### src/rtl/rd73_bist_driver_pkg.sv
// rd73_bist_pkg: shared types and constants for the rd73 BIST driver.
//   state_t          - controller states
//   MODE_*           - vector generator selection (sampled on start)
//   MISR_POLY_DEFAULT- lower feedback terms of x^16+x^12+x^3+x+1
//   LFSR_TAPS/SEED   - 7-bit Fibonacci LFSR x^7+x^6+1, seeded non-zero
//   FULL_*           - vector counts used when num_vec is 0
package rd73_bist_pkg;

    typedef enum logic [1:0] {
        IDLE,
        RUN,
        DRAIN,
        DONE
    } state_t;

    localparam logic MODE_COUNT = 1'b0;
    localparam logic MODE_LFSR  = 1'b1;

    localparam logic [15:0] MISR_POLY_DEFAULT = 16'h100B;

    localparam logic [6:0] LFSR_TAPS = 7'h60;
    localparam logic [6:0] LFSR_SEED = 7'h01;
    localparam logic [6:0] CNT_SEED  = 7'h00;

    localparam logic [7:0] FULL_COUNT = 8'd128;
    localparam logic [7:0] FULL_LFSR  = 8'd127;

endpackage

### src/rtl/rd73_bist_driver_if.sv
// rd73_bist_driver_if: run control, vector/response and result signals
// between a run controller (master) and the BIST driver (slave).
//   start/mode/num_vec : run request and its configuration
//   x/x_valid          : vector driven to the downstream rd73 block
//   z0                 : response from the downstream block
//   busy/done/pass     : run status
//   signature          : MISR contents
//   ones_count         : number of captured z0 == 1
interface rd73_bist_driver_if #(
    parameter int unsigned N_IN  = 7,
    parameter int unsigned SIG_W = 16
);

    logic             start;
    logic             mode;
    logic [7:0]       num_vec;
    logic [N_IN-1:0]  x;
    logic             x_valid;
    logic             z0;
    logic             busy;
    logic             done;
    logic             pass;
    logic [SIG_W-1:0] signature;
    logic [7:0]       ones_count;

    modport master (
        output start, mode, num_vec, z0,
        input  x, x_valid, busy, done, pass, signature, ones_count
    );

    modport slave (
        input  start, mode, num_vec, z0,
        output x, x_valid, busy, done, pass, signature, ones_count
    );

endinterface

### src/rtl/rd73_bist_driver_misr.sv
// rd73_misr: serial-input multiple-input signature register.
//   clk, rst : clock, asynchronous active-high reset
//   clr      : synchronous clear (wins over en)
//   en       : shift in din this cycle
//   din      : captured response bit
//   sig      : current signature
module rd73_misr #(
    parameter int unsigned       SIG_W     = 16,
    parameter logic [SIG_W-1:0] MISR_POLY = 16'h100B
) (
    input  logic             clk,
    input  logic             rst,
    input  logic             clr,
    input  logic             en,
    input  logic             din,
    output logic [SIG_W-1:0] sig
);

    always_ff @(posedge clk or posedge rst) begin
        if (rst) begin
            sig <= '0;
        end else if (clr) begin
            sig <= '0;
        end else if (en) begin
            sig <= {sig[SIG_W-2:0], 1'b0}
                 ^ (sig[SIG_W-1] ? MISR_POLY : '0)
                 ^ SIG_W'(din);
        end
    end

endmodule

### src/rtl/rd73_bist_driver.sv
// rd73_bist_driver: stimulus/response stage ahead of the rd73f2 parity block.
// Issues N vectors (counter or LFSR), captures z0 DUT_LAT cycles after each
// vector, folds the responses into a MISR and counts ones, then reports
// pass = (signature == GOLDEN_SIG).
//   clk, rst : clock, asynchronous active-high reset
//   bus      : rd73_bist_driver_if slave (start/mode/num_vec in, x/x_valid
//              out, z0 in, busy/done/pass/signature/ones_count out)
module rd73_bist_driver
    import rd73_bist_pkg::*;
#(
    parameter int unsigned       N_IN       = 7,
    parameter int unsigned       DUT_LAT    = 1,
    parameter int unsigned       SIG_W      = 16,
    parameter logic [SIG_W-1:0] MISR_POLY  = SIG_W'(MISR_POLY_DEFAULT),
    parameter logic [SIG_W-1:0] GOLDEN_SIG = '0
) (
    input  logic clk,
    input  logic rst,
    rd73_bist_driver_if.slave bus
);

    localparam logic [2:0] DRAIN_LAST = 3'((DUT_LAT == 0) ? 0 : DUT_LAT - 1);

    state_t           state, state_nxt;
    logic             start_acc;
    logic             last_issue;
    logic             x_valid;
    logic             cap;
    logic             mode_q;
    logic [7:0]       n_q;
    logic [7:0]       issued;
    logic [7:0]       ones_q;
    logic [2:0]       drain_cnt;
    logic [N_IN-1:0]  x_q;
    logic [N_IN-1:0]  gen_nxt;
    logic             pass_q;
    logic [SIG_W-1:0] sig;
    logic [SIG_W-1:0] sig_nxt;

    assign start_acc  = bus.start && (state == IDLE || state == DONE);
    assign last_issue = (state == RUN) && ((issued + 8'd1) == n_q);
    assign x_valid    = (state == RUN);

    // x_q is the generator itself: it is only advanced when another vector
    // follows, so it naturally holds the last vector through DRAIN/DONE.
    always_comb begin
        gen_nxt = x_q + 1'b1;
        if (mode_q == MODE_LFSR) begin
            gen_nxt = {x_q[N_IN-2:0], ^(x_q & LFSR_TAPS)};
        end
    end

    // Capture strobe: x_valid delayed by DUT_LAT cycles.
    if (DUT_LAT == 0) begin : g_nolat
        assign cap = x_valid;
    end else begin : g_lat
        logic [DUT_LAT-1:0] vline;
        always_ff @(posedge clk or posedge rst) begin
            if (rst) begin
                vline <= '0;
            end else begin
                vline <= DUT_LAT'({vline, x_valid});
            end
        end
        assign cap = vline[DUT_LAT-1];
    end

    always_ff @(posedge clk or posedge rst) begin
        if (rst) begin
            state <= IDLE;
        end else begin
            state <= state_nxt;
        end
    end

    always_comb begin
        state_nxt = state;
        unique case (state)
            IDLE, DONE: if (bus.start) state_nxt = RUN;
            RUN:        if (last_issue) state_nxt = (DUT_LAT > 0) ? DRAIN : DONE;
            DRAIN:      if (drain_cnt == DRAIN_LAST) state_nxt = DONE;
            default:    state_nxt = IDLE;
        endcase
    end

    // The last capture lands on the same edge that enters DONE, so pass is
    // judged against the post-update signature.
    always_comb begin
        sig_nxt = sig;
        if (cap) begin
            sig_nxt = {sig[SIG_W-2:0], 1'b0}
                    ^ (sig[SIG_W-1] ? MISR_POLY : '0)
                    ^ SIG_W'(bus.z0);
        end
    end

    always_ff @(posedge clk or posedge rst) begin
        if (rst) begin
            mode_q    <= MODE_COUNT;
            n_q       <= '0;
            issued    <= '0;
            x_q       <= '0;
            ones_q    <= '0;
            drain_cnt <= '0;
            pass_q    <= 1'b0;
        end else begin
            if (start_acc) begin
                mode_q    <= bus.mode;
                n_q       <= (bus.num_vec != 8'd0) ? bus.num_vec
                           : ((bus.mode == MODE_LFSR) ? FULL_LFSR : FULL_COUNT);
                issued    <= '0;
                x_q       <= (bus.mode == MODE_LFSR) ? LFSR_SEED : CNT_SEED;
                ones_q    <= '0;
                drain_cnt <= '0;
                pass_q    <= 1'b0;
            end else begin
                if (state == RUN) begin
                    issued <= issued + 8'd1;
                    if (!last_issue) begin
                        x_q <= gen_nxt;
                    end
                end
                if (state == DRAIN) begin
                    drain_cnt <= drain_cnt + 3'd1;
                end
                if (cap && bus.z0 && (ones_q != 8'hFF)) begin
                    ones_q <= ones_q + 8'd1;
                end
                if (state != DONE && state_nxt == DONE) begin
                    pass_q <= (sig_nxt == GOLDEN_SIG);
                end
            end
        end
    end

    rd73_misr #(
        .SIG_W     (SIG_W),
        .MISR_POLY (MISR_POLY)
    ) u_misr (
        .clk (clk),
        .rst (rst),
        .clr (start_acc),
        .en  (cap),
        .din (bus.z0),
        .sig (sig)
    );

    assign bus.x          = x_q;
    assign bus.x_valid    = x_valid;
    assign bus.busy       = (state == RUN) || (state == DRAIN);
    assign bus.done       = (state == DONE);
    assign bus.pass       = pass_q;
    assign bus.signature  = sig;
    assign bus.ones_count = ones_q;

endmodule

### src/flat_wrapper.sv
// flat-port wrapper written by rule: the top's interface ports become plain ports
module rd73_bist_driver_flat import rd73_bist_pkg::*;
#(
    parameter int unsigned       N_IN       = 7,
    parameter int unsigned       DUT_LAT    = 1,
    parameter int unsigned       SIG_W      = 16,
    parameter logic [SIG_W-1:0] MISR_POLY  = SIG_W'(MISR_POLY_DEFAULT),
    parameter logic [SIG_W-1:0] GOLDEN_SIG = '0
)
  (clk, rst, bus_start, bus_mode, bus_num_vec, bus_z0, bus_x, bus_x_valid, bus_busy, bus_done, bus_pass, bus_signature, bus_ones_count);
  rd73_bist_driver_if #(.N_IN(N_IN), .SIG_W(SIG_W)) bus_i ();
  input  logic clk;
  input  logic rst;
  input wire logic [$bits(bus_i.start)-1:0] bus_start;
  input wire logic [$bits(bus_i.mode)-1:0] bus_mode;
  input wire logic [$bits(bus_i.num_vec)-1:0] bus_num_vec;
  input wire logic [$bits(bus_i.z0)-1:0] bus_z0;
  output wire logic [$bits(bus_i.x)-1:0] bus_x;
  output wire logic [$bits(bus_i.x_valid)-1:0] bus_x_valid;
  output wire logic [$bits(bus_i.busy)-1:0] bus_busy;
  output wire logic [$bits(bus_i.done)-1:0] bus_done;
  output wire logic [$bits(bus_i.pass)-1:0] bus_pass;
  output wire logic [$bits(bus_i.signature)-1:0] bus_signature;
  output wire logic [$bits(bus_i.ones_count)-1:0] bus_ones_count;
  assign bus_i.start = bus_start;
  assign bus_i.mode = bus_mode;
  assign bus_i.num_vec = bus_num_vec;
  assign bus_i.z0 = bus_z0;
  assign bus_x = bus_i.x;
  assign bus_x_valid = bus_i.x_valid;
  assign bus_busy = bus_i.busy;
  assign bus_done = bus_i.done;
  assign bus_pass = bus_i.pass;
  assign bus_signature = bus_i.signature;
  assign bus_ones_count = bus_i.ones_count;
  rd73_bist_driver #(.N_IN(N_IN), .DUT_LAT(DUT_LAT), .SIG_W(SIG_W), .MISR_POLY(MISR_POLY), .GOLDEN_SIG(GOLDEN_SIG)) u_core (.clk(clk), .rst(rst), .bus(bus_i));
endmodule
### config.mk
export PLATFORM = sky130hd
export DESIGN_NAME = rd73_bist_driver_flat
export DESIGN_NICKNAME = d
export VERILOG_FILES = /design/src/rtl/rd73_bist_driver_pkg.sv /design/src/rtl/rd73_bist_driver_if.sv /design/src/rtl/rd73_bist_driver_misr.sv /design/src/rtl/rd73_bist_driver.sv /design/src/flat_wrapper.sv
export SDC_FILE = /design/constraint.sdc
export NUM_CORES = 1
export LEC_CHECK = 0
export ABC_AREA = 1
export BUFFER_PORTS_ARGS = -buffer_cell sky130_fd_sc_hd__buf_2
export CAP_MARGIN = 30
export CORE_ASPECT_RATIO = 1.4
export CORE_MARGIN = 4
export CORE_UTILIZATION = 59
export CTS_BUF_LIST = sky130_fd_sc_hd__clkbuf_2
export CTS_CLUSTER_SIZE = 16
export DETAILED_ROUTE_END_ITERATION = 7
export PLACE_DENSITY = 0.82
export SYNTH_ARGS = -nofsm -noshare
export SYNTH_HDL_FRONTEND = slang
export SYNTH_HIERARCHICAL = 1
export SYNTH_SLANG_ARGS = --single-unit
### constraint.sdc
create_clock -name clk -period 2.3 [get_ports clk]
set_input_delay 0.115 -clock clk [delete_from_list [all_inputs] [get_ports clk]]
set_output_delay 0.115 -clock clk [all_outputs]
set_load 0.05 [all_outputs]
# Yosys cells after proc, flatten, opt, wreduce, memory -nomap -nowiden
# Index checks and enable logic that the tools add are counted.
[op_classes]
add_sub_neg = 4
n_eq_ne = 8
n_mux = 22
bitwise = 2
n_reduce_logical = 18
[op_table]
columns = ["operator", "count"]
rows = [
  ["8-bit two-way mux", 6],
  ["16-bit two-way mux", 2],
  ["7-bit two-way mux", 4],
  ["8-bit by 1-bit adder with 8-bit output (second input constant)", 2],
  ["16-bit zero test", 1],
  ["16-bit by 1-bit XOR with 16-bit output", 1],
  ["16-bit XOR", 1],
  ["13-bit two-way mux", 1],
  ["8-bit == test", 1],
  ["8-bit inequality test (second input constant)", 1],
  ["2-bit nonzero test", 4],
  ["8-bit nonzero test", 1],
  ["7-bit by 1-bit adder with 7-bit output (second input constant)", 1],
  ["7-bit parity", 1],
  ["2-bit == test (second input constant)", 3],
  ["2-bit two-way mux", 3],
  ["3-bit two-way mux", 2],
  ["2-bit case mux with 3 select lines", 1],
  ["1-bit logical AND", 5],
  ["3-bit by 1-bit adder with 3-bit output (second input constant)", 1],
  ["3-bit zero test", 1],
  ["1-bit two-way mux", 3],
  ["2-bit by 1-bit == test with 1-bit output (second input constant)", 1],
  ["2-bit zero test", 1],
  ["5 further kinds", 6],
]
[totals]
reg_bits = 55
inputBits = 13
out_inout_bits = 35
word_cells = 64

# Longest topological paths before layout
# Gate-level depths: netlist (run 1).
[depth]
depth_word = 9
mapped_depth = 18
mapped_depth_nobuf = 18

# Modules after synthesis
# The synthesis (run 1) kept the hierarchy.
[by_module_without_submodules]
columns = ["module", "n_inst", "cells_per_inst", "area_each_um2", "seq_area_each_um2"]
rows = [
  ["rd73_bist_driver", 1, 331, 2416.1, 975.9],
  ["rd73_misr", 1, 79, 684.4, 400.4],
]

# Worst setup path after synthesis (run 1)
# No wires, ideal clock.
[synth_path]
path_type = "flip-flop to flip-flop"
startpoint = "register u_core.state[1]"
endpoint = "register u_core.pass_q, in the netlist u_core/bus.pass"
setup_ns = 0.120
arrival_ns = 2.065
required_ns = 2.180
path_slack_ns = 0.115
path_stages_with_launch = 18
path_buffers = 0
synth_period_minus_slack_ns = 2.185
path_cell_list = "dfrtp_1 > inv_1 > ha_1 > inv_1 > nor2_1 > nand3_1 > nor2_1 > nand3_1 > nor2_1 > nand2_1 > nand2_1 > nand2_1 > nand2_1 > nand2_1 > nand2_2 > nand2_1 > nand3_1 > nand2_1"
[synth_via]
elab_chain_len = 7
word_cells_on_any_way = 17
classes_between = "5 x eq/ne; 5 x mux; 7 x reduce/logical"
[synth_rtl]
columns = ["item", "line", "text"]
rows = [
  ["start, declared", "rd73_bist_driver.sv:24", "state_t state, state_nxt;"],
  ["start signal, assigned", "rd73_bist_driver.sv:72", "state <= state_nxt;"],
  ["2-bit by 1-bit == test with 1-bit output (*)", "n/a", ""],
  ["net bus_x_valid", "flat_wrapper.sv:19", "output wire logic [$bits(bus_i.x_valid)-1:0] bus_x_valid;"],
  ["1-bit logical AND", "rd73_bist_driver.sv:41", "assign last_issue = (state == RUN) && ((issued + 8'd1) == n_q);"],
  ["2-bit two-way mux", "rd73_bist_driver.sv:80", "RUN: if (last_issue) state_nxt = (DUT_LAT > 0) ? DRAIN : DONE;"],
  ["2-bit case mux with 3 select lines (*)", "rd73_bist_driver.sv:78", "unique case (state)"],
  ["net u_core.state_nxt[1]", "rd73_bist_driver.sv:24", ""],
  ["2-bit == test (*)", "rd73_bist_driver.sv:129", "if (state != DONE && state_nxt == DONE) begin"],
  ["1-bit logical AND (*)", "rd73_bist_driver.sv:129", ""],
  ["2-bit nonzero test (no source line) (*)", "n/a", ""],
  ["end signal, assigned", "rd73_bist_driver.sv:130", "pass_q <= (sig_nxt == GOLDEN_SIG);"],
  ["end, declared", "rd73_bist_driver.sv:36", "logic pass_q;"],
]
# The timed path passes the listed nets; every way through them passes the cells marked *.
# A chain may end at the register's enable or synchronous reset.

# Final worst setup path (run 1)
[layout_path]
startpoint = "register u_core.issued[0]"
endpoint = "register u_core.x_q[5], in the netlist u_core/bus.x[5]"
[layout_via]
elab_chain_len = 5
[layout_rtl]
columns = ["item", "line", "text"]
rows = [
  ["start, declared", "rd73_bist_driver.sv:31", "logic [7:0] issued;"],
  ["start signal, assigned", "rd73_bist_driver.sv:118", "issued <= issued + 8'd1;"],
  ["8-bit by 1-bit adder with 8-bit output", "rd73_bist_driver.sv:41", ""],
  ["8-bit == test", "rd73_bist_driver.sv:41", ""],
  ["1-bit logical AND", "rd73_bist_driver.sv:41", ""],
  ["2-bit by 1-bit inequality test with 1-bit output (no source line)", "n/a", ""],
  ["2-bit AND reduction (no source line)", "n/a", ""],
  ["end signal, assigned", "rd73_bist_driver.sv:112", "x_q <= (bus.mode == MODE_LFSR) ? LFSR_SEED : CNT_SEED;"],
  ["end signal, assigned", "rd73_bist_driver.sv:120", "x_q <= gen_nxt;"],
  ["end, declared", "rd73_bist_driver.sv:34", "logic [N_IN-1:0] x_q;"],
]
# No other way between the ends.

==> results.toml, run 1 <==
[global_route]
grt_max_degree = 40
grt_usage_pct = 23.8
grt_pass1_wl_um = 12700
antenna_found_initial = 0
grt_pass1_vias = 2830
grt_overflow = 0

[layout]
diodes = 0
syn2layout_area_growth_pct = 15.6
finalInstanceArea_um2 = 3580
fin_nets = 496
layout-drive-gt1-share_pct = 16.2

[timing]
rsz0062_at_grt = "false"
setup_viol = 0
slew_headroom_pct = 60.5
final-max-slew-violation-count = 0
worst_pin_slew_ps = 578
clock-skew-final_ps = 18.9
timing.setup.tns_ps = 0
period_share_pct = 86.2
finalCriticalPeriod_ps = 1980
hold_viol = 0
clock.fmax_mhz = 504
timing.final.ws_setup_ps = 317

[drt]
firstDrtPassIters = 4
drt-initial-drc-count = 225
wl_um = 7400
drc = 0
wl_per_cell_um = 13.7
drtAntennaViolNets = 0
vias_per_cell = 5.42
route.vias.total = 2935

[place]
preCtsSetupSlack_ps = 293
port_buffers = 47
hpwl_um = 5230
placedInstanceArea_um2 = 3410
routabilityCongestion = 0.833

[power]
power.density_nw_per_um2 = 1120
seqPwrFrac_pct = 37.2
p_int_uw = 1910
combPwrFrac_pct = 53.4
leakagePower_uw = 0.00187
peakVddDrop_mv = 0.886
netSwitchingPower_uw = 2110
switching_share_pct = 52.4
p_total_uw = 4020
clkPwrFrac_pct = 9.5

[logic_synthesis]
ys.warnings.count = 6
post_synth.cell_area_avg_um2 = 7.56
synthTopCellsByArea = "dfrtp_1 44%, nand2_1 13%, inv_1 7.6%"
syn_nets = 431
synth_flop_cell = "dfrtp_1"
synth_top_area_share_pct = 44.4
synth-seq-cells = 55
yosys-top-cells-count = "106 x nand2_1, 63 x inv_1, 55 x dfrtp_1, 35 x nand3_1, 32 x nor2_1"
synth_most_common_cell = "nand2_1"
synth_largest_area_cell = "dfrtp_1"
synth_edf_count = 0
ys_seq_area_share_pct = 44.4
ys_types = 34
ys_async_sr_fraction_pct = 100
syn-cell-area_um2 = 3100
synth_cells = 410

[cts]
cts-root-buf = "clkbuf_2"
cts.sinks = 55
cts_buffers = 5
htreeDepth = 2
clockBufferDepth = 2
insertion_delay_ps = 440
cts_tree = "done"
cts.reportedPaths.clkPinSlew_ps = 280

[worst_setup_path]
cp-end-kind = "register"
worst-setup-path-type = "reg2reg"
worst-path-max-fanout = 10
critPathArrivalTime_ps = 2330
worst_setup_path_start_kind = "register"
required_ps = 2650

[die]
io-pin-count = 48
fp.dieH_um = 93.8
start_util_pct = 60.6
rows = 31
core_region_area_um2 = 5120
die-area_um2 = 6490
die_x_um = 69.3

[outcome]
status = "finished clean"

[min_path]
holdCritPathClass = "in2async"

[flow_run]
maxCapViolations = 0
==> layout by cell type, fill, tap and decap left out, types with 8 or more instances in the layout <==
cell type / count
o21ai_0: 30
a21oi_1: 15
a31oi_1: 8
inv_1: 63
dfrtp_1: 55
nor2_1: 32
dlygate4sd3_1: 12
buf_4: 8
nand2_1: 106
nand3_1: 35
buf_2: 47
==> worst max-delay path, cell delays in order, from the launching register on <==
cell and delay, ps:
dfrtp_1 470, ha_1 220, nand2_1 170, nand2_1 100, nand2_1 70, nand2_1 50
nor2_1 90, nand3_1 80, nor2_1 100, nand2_1 90, nand2_1 100, nand2_2 130
o311ai_1 110, o21ai_0 120
==> cell type report <==
type / instances / area [µm²]
Tap cell: 66 / 82.6
Timing Repair Buffer: 67 / 415
Clock inverter: 2 / 12.5
Sequential cell: 55 / 1380
Inverter: 67 / 251
Fill cell: 448 / 1540
Multi-Input combinational cell: 279 / 1420
Clock buffer: 6 / 30.0
==> timing repair <==
item / in CTS / in global routing
resized for setup: 0 / 1
hold buffers: 12 / 0
hold endpoints to repair: 67 / 0
buffers inserted: 0 / 1
endpoints found under the setup margin: 0 / 2
==> worst paths after layout <==
kind | startpoint | endpoint | slack, ps | cells after the start
hold reg to reg | u_core/bus.ones_count[4]$_DFFE_PP0P_ | u_core/bus.ones_count[4]$_DFFE_PP0P_ | 510 | 1
hold / removal | rst | u_core/u_misr/sig[15]$_DFFE_PP0P_ | 240 | 3
setup reg to reg | u_core/issued[0]$_DFFE_PP0P_ | u_core/bus.x[5]$_DFFE_PP0P_ | 320 | 13
min in group clk | bus_mode | u_core/bus.x[0]$_DFFE_PP0P_ | 470 | 4
max in group asynchronous | rst | u_core/n_q[4]$_DFFE_PP0P_ | 1650 | 4
setup / recovery | u_core/issued[0]$_DFFE_PP0P_ | u_core/bus.x[5]$_DFFE_PP0P_ | 320 | 13
==> power groups by stage <==
stage | Sequential [µW] | Clock, µW | Combinational, µW
6_report | 1490 | 380 | 2140
5_1_grt | 1540 | 437 | 2340
4_1_cts | 1490 | 400 | 2120
3_5_place_dp | 1510 | 0 | 2100
3_3_place_gp | 1490 | 0 | 2050
2_1_floorplan | 1880 | 0 | 1220
==> through the flow <==
step	utilization [%]	hold WS, ps	instances
finish	70.0	240	542
floorplan	-	28.7	410
detailed placement	66.6	240	521
global route	70.0	267	542
CTS	69.8	242	541
global placement	66.6	223	521
==> flip-flops by register name (all words and copies together) (netlist names) <==
name / count
u_core/cap: 1
u_core/state: 2
u_core/issued: 8
u_core/drain_cnt: 3
u_core/n_q: 8
u_core/bus.ones_count: 8
u_core/bus.pass: 1
u_core/mode_q: 1
u_core/bus.x: 7
u_core/u_misr/sig: 16
==> routing by layer <==
metal / routed length, µm / share of wire [%] / track usage [%] / vias to the layer above
met5: 0 / 0 / 0 / -
met4: 244 / 3.3 / 10.7 / 0
met3: 340 / 4.6 / 4.60 / 27
met2: 3800 / 51 / 42.9 / 90
met1: 3020 / 41 / 27.2 / 1352
li1: - / - / - / 1466
==> cell families (layout without fill, tap and decap cells) <==
family / after synthesis / in the layout / synth area share, %
xor+xnor: 7 / 7 / 1.98
simple gates: 188 / 188 / 25.9
compound gates: 76 / 76 / 14.4
flops: 55 / 55 / 44.4
fa+ha+maj: 8 / 8 / 3.23
buf+inv: 76 / 142 / 10.0
(Power assumes the default switching activity.)
==> inputs of run 2 (changes only) <==
--- a/config.mk
+++ b/config.mk
@@ -7,7 +7,6 @@
 export LEC_CHECK = 0
 export ABC_AREA = 1
 export BUFFER_PORTS_ARGS = -buffer_cell sky130_fd_sc_hd__buf_2
-export CAP_MARGIN = 30
 export CORE_ASPECT_RATIO = 1.4
 export CORE_MARGIN = 4
 export CORE_UTILIZATION = 59
@@ -15,6 +14,7 @@
 export CTS_CLUSTER_SIZE = 16
 export DETAILED_ROUTE_END_ITERATION = 7
 export PLACE_DENSITY = 0.82
+export REMOVE_ABC_BUFFERS = 1
 export SYNTH_ARGS = -nofsm -noshare
 export SYNTH_HDL_FRONTEND = slang
 export SYNTH_HIERARCHICAL = 1
==> results.toml, run 2 (same netlist as run 1, synthesis figures left out) <==
[place]
place_inst = 522
port_buffers = 47
preCtsSetupSlack_ps = 357
hpwl_um = 5470
routabilityCongestion = 0.887

[drt]
wl_um = 7340
drtAntennaViolNets = 0
drt-initial-drc-count = 257
vias_per_cell = 5.47
route.vias.total = 2971
wl_per_cell_um = 13.5
drc = 0
firstDrtPassIters = 4

[die]
die_x_um = 69.3
fp.dieH_um = 93.8
start_util_pct = 60.6
core_region_area_um2 = 5120
die-area_um2 = 6490
rows = 31
io-pin-count = 48

[timing]
clock-skew-final_ps = 31.6
final-max-slew-violation-count = 0
clock.fmax_mhz = 502
rsz0062_at_grt = "false"
hold_viol = 0
finalCriticalPeriod_ps = 1990
setup_viol = 0
slew_headroom_pct = 58.6
timing.final.ws_setup_ps = 310
period_share_pct = 86.5
worst_pin_slew_ps = 620

[layout]
n_fill_cell = 449
fin_util_pct = 70.1
layout-drive-gt1-share_pct = 15.5
diodes = 0
largest_reg_flops = 16
multi_input_area_um2 = 1410
layout.cells.non_filler = 543
seqCellArea_um2 = 1380
final_common_cell = "nand2_1"
syn2layout_area_growth_pct = 15.8
fin_nets = 497
most-common-layout-cells = "106 x nand2_1, 63 x inv_1, 55 x dfrtp_1"
regMostFlops = "u_core/u_misr/sig"

[cts]
clockBufferDepth = 2
cts_tree = "done"
cts.reportedPaths.clkPinSlew_ps = 270
insertion_delay_ps = 450
cts-root-buf = "clkbuf_2"
post-cts-setup-buffers = 0
cts.sinks = 55
cts_buffers = 5
htreeDepth = 2

[worst_setup_path]
required_ps = 2680
worst_setup_path_start_kind = "register"
worst-path-max-fanout = 4
cp-end-kind = "register"
worst-setup-path-type = "reg2reg"
critPathArrivalTime_ps = 2370

[min_path]
holdCritPathClass = "in2async"

[global_route]
use_met3_pct = 4.71
met2_usage_pct = 42.9
antenna_found_initial = 0
gr-usage-met1_pct = 26.7
grt_usage_pct = 23.9
grt_max_degree = 40
grt_pass1_wl_um = 12700
grt_pass1_vias = 2955
busiest_layer = "met2"
grt_overflow = 0

[outcome]
status = "finished clean"

[flow_run]
maxCapViolations = 0

[power]
power.density_nw_per_um2 = 1120
peakVddDrop_mv = 0.592
leakagePower_uw = 0.00187
run 2: per-layer routing:
metal  vias to the layer above  wire length [µm]  part of all wire (%)
met1                      1418              2960                    40
met4                         0               218                   3.0
li1                       1457                 -                     -
met3                        20               351                   4.8
met5                         -                 0                     0
met2                        76              3810                    52
run 2: area by class of cell:
cell class / instances / area share [%]
Multi-Input combinational cell: 279 / 39.4
Sequential cell: 55 / 38.3
Timing Repair Buffer: 68 / 11.9
Inverter: 67 / 7.01
Tap cell: 66 / 2.30
Clock buffer: 5 / 0.697
Clock inverter: 3 / 0.418
run 2: critical path: stages, from the launching register on:
cell	delay [ps]
dfrtp_1	480
ha_1	220
nand2_1	170
nand2_1	100
nand2_1	70
nand2_1	50
nor2_1	110
nand3_1	80
nor2_1	100
nand2_1	90
nand2_1	70
nand2_1	40
nand2_1	60
nand2_1	60
nand2_2	80
nand2_1	60
nand3_1	60
nand2_1	50
run 2: through the flow:
| step | instance area, µm² | hold WS [ps] | setup TNS (ps) | power (µW) |
|---|---|---|---|---|
| floorplan | 3040 | 28.7 | -289 | 3020 |
| global route | 3590 | 257 | 0 | 4330 |
| finish | 3590 | 237 | 0 | 4010 |
| CTS | 3590 | 227 | 0 | 4010 |
| global placement | 3420 | 225 | 0 | 3550 |
| detailed placement | 3420 | 230 | 0 | 3610 |
run 2: repair_timing:
action                                  in CTS  in global routing
resized for setup                            0                  0
endpoints found under the setup margin       0                  0
hold buffers                                13                  0
hold endpoints to repair                    67                  0
run 2: path summary, 6_finish.rpt:
kind                                                 startpoint                                    to  slack (ps)  cells after the start
max                                u_core/issued[0]$_DFFE_PP0P_           u_core/bus.pass$_DFFE_PP0P_         310                     17
min                                                         rst      u_core/u_misr/sig[5]$_DFFE_PP0P_         240                      3
max reg2reg                        u_core/issued[0]$_DFFE_PP0P_           u_core/bus.pass$_DFFE_PP0P_         310                     17
min reg2reg                u_core/bus.ones_count[4]$_DFFE_PP0P_  u_core/bus.ones_count[4]$_DFFE_PP0P_         510                      1
max in group asynchronous                                   rst      u_core/u_misr/sig[7]$_DFFE_PP0P_        1640                      3
min in group clk                                 bus_num_vec[3]             u_core/n_q[3]$_DFFE_PP0P_         440                      4
run 2: power by group:
part	internal, µW	switching (µW)	total, µW
clock	67.6	302	370
sequential	1220	273	1490
combinational	614	1530	2140
total	1900	2110	4010
